===== src/rtl/multicore_pkg.sv =====
// Shared definitions for the multicore front end.
// Contents:
//   INST_SIZE / OFFSET / WORD_BITS : core-wide instruction and word sizes
//   fetch_state_t                  : fetch FSM states
//   fetch_entry_t                  : {pc, instr} pair handed from fetch to decode
package multicore_pkg;
  localparam int INST_SIZE       = 32;
  localparam int OFFSET          = 2;   // byte offset bits within an instruction word
  localparam int WORD_BITS       = 32;
  localparam int FETCH_ADDR_SIZE = 32;

  typedef enum logic {FETCH_IDLE, FETCH_REQ} fetch_state_t;

  typedef struct packed {
    logic [FETCH_ADDR_SIZE-1:0] pc;
    logic [INST_SIZE-1:0]       instr;
  } fetch_entry_t;
endpackage


===== src/rtl/fetch_buffer.sv =====
// Two-entry FIFO between fetch and decode.
// Ports:
//   i_aclk, i_areset_n : clock, async active-low reset
//   i_push, i_entry    : write an entry (ignored when full unless popping)
//   i_pop              : remove head (ignored when empty)
//   i_flush            : drop all entries; wins over push and pop
//   o_head             : current head entry (zero after reset)
//   o_count            : occupancy 0..2
//   o_full, o_empty    : occupancy flags
module fetch_buffer
  import multicore_pkg::*;
#(
  parameter type entry_t = fetch_entry_t
) (
  input  logic       i_aclk,
  input  logic       i_areset_n,
  input  logic       i_push,
  input  entry_t     i_entry,
  input  logic       i_pop,
  input  logic       i_flush,
  output entry_t     o_head,
  output logic [1:0] o_count,
  output logic       o_full,
  output logic       o_empty
);
  entry_t     mem [2];
  logic       wr_ptr, rd_ptr;
  logic [1:0] count;
  logic       push_ok, pop_ok;

  assign o_full  = (count == 2'd2);
  assign o_empty = (count == 2'd0);
  assign o_count = count;
  assign o_head  = mem[rd_ptr];

  assign pop_ok  = i_pop && !o_empty;
  // A full buffer still accepts a push when the head leaves the same cycle.
  assign push_ok = i_push && (!o_full || pop_ok);

  always_ff @(posedge i_aclk or negedge i_areset_n) begin
    if (!i_areset_n) begin
      wr_ptr <= 1'b0;
      rd_ptr <= 1'b0;
      count  <= 2'd0;
      for (int i = 0; i < 2; i++) mem[i] <= '0;
    end else if (i_flush) begin
      wr_ptr <= 1'b0;
      rd_ptr <= 1'b0;
      count  <= 2'd0;
    end else begin
      if (push_ok) begin
        mem[wr_ptr] <= i_entry;
        wr_ptr      <= ~wr_ptr;
      end
      if (pop_ok) rd_ptr <= ~rd_ptr;
      count <= count + {1'b0, push_ok} - {1'b0, pop_ok};
    end
  end
endmodule


===== src/rtl/instruction_fetch.sv =====
// Fetch stage: owns the PC, issues one request at a time to the instruction
// cache, and queues {pc, instr} pairs for decode in a 2-entry buffer.
// Ports:
//   i_aclk, i_areset_n       : clock, async active-low reset
//   o_req, o_addr            : cache request, held until i_instr_valid
//   i_instr_valid            : cache completion pulse
//   i_instruction            : returned instruction
//   i_redirect, i_redirect_pc: PC change from execute (low 2 bits ignored)
//   o_valid, i_ready         : decode handshake
//   o_pc, o_instr            : head of the fetch buffer
module instruction_fetch
  import multicore_pkg::*;
#(
  parameter int                  ADDR_SIZE = 32,
  parameter logic [ADDR_SIZE-1:0] RESET_PC = '0
) (
  input  logic                 i_aclk,
  input  logic                 i_areset_n,
  output logic                 o_req,
  output logic [ADDR_SIZE-1:0] o_addr,
  input  logic                 i_instr_valid,
  input  logic [INST_SIZE-1:0] i_instruction,
  input  logic                 i_redirect,
  input  logic [ADDR_SIZE-1:0] i_redirect_pc,
  output logic                 o_valid,
  input  logic                 i_ready,
  output logic [ADDR_SIZE-1:0] o_pc,
  output logic [INST_SIZE-1:0] o_instr
);
  typedef struct packed {
    logic [ADDR_SIZE-1:0] pc;
    logic [INST_SIZE-1:0] instr;
  } entry_t;

  fetch_state_t         state;
  logic [ADDR_SIZE-1:0] pc_q, redir_q, target;
  logic                 kill_q;
  logic                 complete, push, pop;
  logic [1:0]           buf_count;
  logic                 buf_full, buf_empty;
  entry_t               push_entry, head;

  assign target   = {i_redirect_pc[ADDR_SIZE-1:OFFSET], {OFFSET{1'b0}}};
  assign complete = (state == FETCH_REQ) && i_instr_valid;
  // Data returning for a killed request, or alongside a new redirect, is stale.
  assign push     = complete && !kill_q && !i_redirect && !buf_full;
  assign pop      = o_valid && i_ready;

  assign push_entry = '{pc: pc_q, instr: i_instruction};

  fetch_buffer #(.entry_t(entry_t)) u_buf (
    .i_aclk     (i_aclk),
    .i_areset_n (i_areset_n),
    .i_push     (push),
    .i_entry    (push_entry),
    .i_pop      (pop),
    .i_flush    (i_redirect),
    .o_head     (head),
    .o_count    (buf_count),
    .o_full     (buf_full),
    .o_empty    (buf_empty)
  );

  // o_addr tracks pc_q directly: pc_q never changes while a request is
  // outstanding, which keeps the address stable until completion.
  assign o_req   = (state == FETCH_REQ);
  assign o_addr  = pc_q;
  assign o_valid = !buf_empty;
  assign o_pc    = head.pc;
  assign o_instr = head.instr;

  always_ff @(posedge i_aclk or negedge i_areset_n) begin
    if (!i_areset_n) begin
      state   <= FETCH_IDLE;
      pc_q    <= RESET_PC;
      redir_q <= RESET_PC;
      kill_q  <= 1'b0;
    end else begin
      case (state)
        FETCH_IDLE: begin
          if (i_redirect)              pc_q  <= target;
          else if (buf_count < 2'd2)   state <= FETCH_REQ;
        end
        FETCH_REQ: begin
          if (i_instr_valid) begin
            state  <= FETCH_IDLE;
            kill_q <= 1'b0;
            if (i_redirect)  pc_q <= target;
            else if (kill_q) pc_q <= redir_q;
            else             pc_q <= pc_q + ADDR_SIZE'(4);
          end else if (i_redirect) begin
            // Cache cannot cancel: remember where to go once it answers.
            redir_q <= target;
            kill_q  <= 1'b1;
          end
        end
        default: state <= FETCH_IDLE;
      endcase
    end
  end
endmodule

===== config.mk =====
export PLATFORM = sky130hd
export DESIGN_NAME = instruction_fetch
export DESIGN_NICKNAME = d
export VERILOG_FILES = /design/src/rtl/multicore_pkg.sv /design/src/rtl/fetch_buffer.sv /design/src/rtl/instruction_fetch.sv
export SDC_FILE = /design/constraint.sdc
export NUM_CORES = 1
export LEC_CHECK = 0
export BUFFER_PORTS_ARGS = -buffer_cell sky130_fd_sc_hd__buf_2
export CORE_UTILIZATION = 57
export CTS_CLUSTER_SIZE = 25
export DETAILED_ROUTE_END_ITERATION = 8
export PLACE_DENSITY = 0.81
export SYNTH_ARGS = -nofsm -noshare
export SYNTH_HDL_FRONTEND = slang
export SYNTH_SLANG_ARGS = --single-unit

===== constraint.sdc =====
create_clock -name i_aclk -period 2.95 [get_ports i_aclk]
set_clock_uncertainty 0.1 [all_clocks]
set_input_delay 0.1475 -clock i_aclk [delete_from_list [all_inputs] [get_ports i_aclk]]
set_output_delay 0.1475 -clock i_aclk [all_outputs]
set_load 0.005 [all_outputs]

[Yosys cells after proc, flatten, opt, wreduce, memory -nomap -nowiden]
Index checks and enable logic that the tools add are counted.
Widths: inputs -> output; s select.
Operators by class
  bitwise operators: 7
  $add $sub $neg: 3
  mux-type cells: 22
  reduce and logical (&&, ||, !) cells: 21
  eq/ne operators: 3
  $lt $le $gt $ge: 4
Operators by type and width (number)
  $mux 64: 4
  $bwmux 128: 1
  $mux 32: 4
  $demux 64 s1: 1
  $pmux 32 s2: 1
  $add 32x3->32 const B: 1
  $mux 1: 9
  $logic_and 1x1->1: 8
  $reduce_and 2->1: 3
  $reduce_bool 2->1: 3
  $not 1->1: 5
  $ge 2x2->1 const B: 2
  $logic_not 1->1: 4
  $ne 2x2->1 const B: 2
  $not 1->2: 2
  $reduce_and 3->1: 1
  $add 2x1->2: 1
  $eq 2x2->1 const B: 1
  $logic_not 2->1: 1
  $lt 2x1->1 const B: 1
  $lt 2x2->1 const B: 1
  $mux 2: 1
  $pmux 1 s2: 1
  $sub 2x1->2: 1
  $logic_or 1x1->1: 1
Storage, ports and cells
  logic and storage cells: 71
  bits of input ports: 69
  output and inout bits: 98
  register bits: 196

[Logic depth before layout (Yosys ltp)]
  word-level depth: 9
  depth in mapped cells: 8
  gate-level depth less buffers: 7

[Modules after synthesis]
From an unflattened synthesis, not the netlist that was laid out.
Unflattened totals
  cells, all modules: 722
  area, all modules: 9474.1 um^2
Modules (own cells, without submodules)
  fetch_buffer: cells each 366, times used 1, seq. area each 3303.2 um^2, area an instance 5982.0 um^2
  instruction_fetch: cells each 356, times used 1, seq. area each 1551.5 um^2, area an instance 3492.1 um^2

[Worst setup path before layout]
No wires, ideal clock.
  kind: reg-to-reg
  start: register state (netlist: o_req)
  end: register u_buf.mem[100] (netlist bit)
  period minus slack after synthesis: 1.948 ns
  data arrival time: 1.723 ns
  data required time: 2.725 ns
  cell stages (with the launch flop): 8
  library setup time: 0.125 ns
  buffers on the path: 2
  path slack: 1.002 ns
  cells stage by stage: dfrtp_1 mux2_2 nand3_4 a21oi_4 nor2b_4 buf_6 buf_12 mux2_4
Between the ends
  longest elaborated chain between the ends: 6
Ends and longest elaborated chain
  start: declaration: RTL line instruction_fetch.sv:35  | fetch_state_t state;
  start signal: assignment: RTL line instruction_fetch.sv:74  | state <= FETCH_IDLE;
  start signal: assignment: RTL line instruction_fetch.sv:82  | else if (buf_count < 2'd2) state <= FETCH_REQ;
  start signal: assignment: RTL line instruction_fetch.sv:86  | state <= FETCH_IDLE;
  $logic_and 1x1->1: RTL line instruction_fetch.sv:44  | assign complete = (state == FETCH_REQ) && i_instr_valid;
  $logic_and 1x1->1 (3 in series): RTL line instruction_fetch.sv:46  | assign push = complete && !kill_q && !i_redirect && !buf_full;
  $logic_and 1x1->1: RTL line fetch_buffer.sv:38  | assign push_ok = i_push && (!o_full || pop_ok);
  $reduce_and 2->1 (no line)
  end signal: indexed assignment: RTL line fetch_buffer.sv:52  | mem[wr_ptr] <= i_entry;
  end: declaration: RTL line fetch_buffer.sv:26  | entry_t mem [2];
No other way between the ends.
A chain may end at the register's enable or synchronous reset.

[Final worst setup path]
  start: input i_redirect
  end: register u_buf.mem[91] (netlist bit)
Between the ends
  longest elaborated chain between the ends: 5
  elaborated cells between the ends (all ways): 6
  those cells by class: bitwise (1); reduce/logical (5)
Ends and longest elaborated chain
  start: declaration: RTL line instruction_fetch.sv:23  | input logic i_redirect,
  $logic_not 1->1: RTL line instruction_fetch.sv:46
  $logic_and 1x1->1 (2 in series): RTL line instruction_fetch.sv:46
  $logic_and 1x1->1: RTL line fetch_buffer.sv:38
  $reduce_and 2->1 (no line) *
Every way passes the cells marked *; elsewhere a longest branch is shown, timed or not.

==> impl_metrics.toml <==
[pwr]
max-vdd-ir-drop_mv = 0.6652
p_leak_nw = 5.378
p_per_area_nw_per_um2 = 980.0
report.power.total_mw = 11.26

[critical_path]
worst-path-buf-inv = 3
startpoint_type = "input pin"
crit_required_ns = 3.16
max_stage_delay_ns = 0.53
worstPathCellList = "dlygate4sd3_1 -> buf_2 -> and2b_2 -> nand3_4 -> a21oi_4 -> nor2b_4 -> buf_12 -> mux2_2"
worst_path_max_delay_cell = "dlygate4sd3_1"
cp_max_fo = 52
critPathArrivalTime_ns = 2.75
setup.worst_path.class = "input pin to flip-flop"
end_kind = "flip-flop"
path_delay_family = "buffers and inverters"

[final_layout]
fin_cells = 1149
drive_above_1_share = 0.4555
nets = 992
n_antenna_cell = 0
final_area_um2 = 11490
synthToLayoutAreaGrowth_pct = 22.81

[floorplan]
rows = 46
dieWidth_um = 130.1
die-area_um2 = 16940
start_util = 0.5870
die_y_um = 130.1
boundaryPins = 167
core_um2 = 15940

[timing]
fin_setup_tns_ns = 0
period_share = 0.8601
post-route-min-period_ns = 2.537
hold_viol = 0
max_slew_margin = 0.2932
fmax_ghz = 0.3941
setup_viol_count_final = 0
slew_violations = 0
rsz0062_at_grt = "no"
fin_ws_ns = 0.4127
tightest_slew_ns = 1.053

[place]
routabilityCongestion = 0.8300
place_area_um2 = 10230
portBuffers = 160
dp.cells = 1052
dpl_worst_slack_ns = 0.5253
hpwlAfterDp_mm = 13.44

[synthesis]
ys_ff_latch = 190
synthCells = 710
syn_area_um2 = 9359
synthFlopType = "dfrtp_1"
synth_common_cells = "dfrtp_1, mux2_2, mux2_4"
ys_async_sr_fraction = 1.000
synth_top_area_share = 0.5080
seq_area_frac_synth = 0.5080
yosysMostFrequentCell = "dfrtp_1"
synth_edf_count = 0
yosysWarnings = 0
synth.avg_cell_area_um2 = 13.18
synth_area_leaders = "dfrtp_1, mux2_2, mux2_4"
yosys.area.top_type = "dfrtp_1"
yosysUniqueCellTypes = 57

[grt]
grt_max_degree = 74
antenna_found_initial = 0
use_met2 = 0.4384
grt_pass1_wl_mm = 34.13
grt_util_met3 = 0.05125
grt-ovfl-total = 0
grt_usage = 0.2644
grtUsageMet1 = 0.3420
grt_pass1_vias = 6694
grt_most_used_layer = "met2"

[cts]
cts_tree = "yes"
cts_root_buffer = "clkbuf_16"
cts_hold_buffers = 65
ctsResizeCount = 0
clock_latency_ns = 0.43
clk_pin_slew_ns = 0.07
clk_path_buf_depth = 2
htreeDepth = 4
post-cts-setup-buffer-count = 0
clkSinkCount = 190
cts_buffers = 17

[routing]
drtAntennaViolNets = 0
drtIter0Drc = 419
via_per_inst = 5.780
wl_per_cell_um = 18.93
drcViolationCount = 0
wl_mm = 21.75
drt_pass1_iterations = 5
vias = 6641

[run_status]
run_status = "complete, no violations"

[min_path]
hold_path.class = "input pin to flip-flop"

[job]
drv_cap = 0
-- power by group --
group	switching, mW	internal [mW]
logic	1.67	2.48
registers	0.990	3.73
clock network	1.08	1.31
-- stage by stage --
step | hold slack [ns] | utilization
finish | 0.02888 | 0.7209
detailed placement | 0.08756 | 0.6420
floorplan | -0.2481 | -
CTS | 0.01095 | 0.7209
global placement | 0.09599 | 0.6420
global route | 0.07919 | 0.7209
-- final cells by class --
class,count,area (µm²)
tap,216,270.3
clock buffer,18,439.2
clock inverter,14,168.9
timing repair buffer,241,1618
fill,1074,4449
multi-input combinational,459,4200
sequential,190,4756
inverter,11,41.29
-- worst min-delay path: cells and delay by family --
kind                      cells  cell delay, ns
xor gates and xnor gates      1            0.08
and+or+nand+nor               2            0.23
buffers and inverters         1            0.07
-- worst paths after layout --
kind | from | end | slack [ns] | depth (start not counted)
setup / recovery | i_redirect | u_buf.mem[91]$_DFFE_PN0P_ | 0.41 | 8
hold / removal | i_ready | u_buf.rd_ptr$_DFFE_PN0P_ | 0.03 | 4
setup reg to reg | o_addr[2]$_DFFE_PN0P_ | o_addr[26]$_DFFE_PN0P_ | 0.52 | 6
hold reg to reg | u_buf.mem[8]$_DFFE_PN0P_ | u_buf.mem[8]$_DFFE_PN0P_ | 0.39 | 1
max in group asynchronous | i_areset_n | o_addr[24]$_DFFE_PN0P_ | 1.76 | 3
min in group asynchronous | i_areset_n | u_buf.mem[81]$_DFFE_PN0P_ | 0.16 | 2
-- flip-flops by register name, indices dropped and copies added (netlist names) --
| signal | cells |
|---|---|
| kill_q | 1 |
| o_addr | 30 |
| o_req | 1 |
| redir_q | 30 |
| u_buf.mem | 124 |
| u_buf.o_count | 2 |
| u_buf.rd_ptr | 1 |
| u_buf.wr_ptr | 1 |
-- cell usage in the layout (no fill, tap or decap), types with 3 or more instances in the layout --
cell,n
inv_6,6
nor2_1,25
o22ai_1,10
nand3_1,12
conb_1,4
a221oi_1,11
o221ai_1,4
buf_12,3
nand2_1,21
and4_1,5
inv_1,11
clkinv_4,3
nor4_1,3
a32oi_1,5
o21ai_1,3
clkbuf_16,17
nand2b_1,4
a21oi_1,21
dlygate4sd3_1,65
mux2_1,11
o21ai_0,20
dfrtp_1,189
buf_2,159
nor3_1,13
mux2_4,59
and2_1,3
a211oi_1,7
xnor2_1,19
mux2_2,147
buf_4,13
mux2i_1,4
nand4_1,3
and3_1,11
a31oi_1,3
ha_1,3
-- layer usage --
metal,vias up,part of all wire
li1,3002,-
met1,3339,0.43
met2,258,0.49
met3,42,0.060
met4,0,0.022
met5,-,0
-- cells by family (layout without fill, tap and decap cells) --
kind of cell | after synthesis | after routing | share of synthesized area
mux | 221 | 221 | 0.2890
flops | 190 | 190 | 0.5080
simple gates | 114 | 114 | 0.06604
compound gates | 96 | 96 | 0.06845
buf+inv | 64 | 284 | 0.04439
xor+xnor | 21 | 21 | 0.01965
fa+ha+maj | 3 | 3 | 0.004011
other cells | 1 | 4 | 0.0004007
Power figures use the tool's default switching activity.
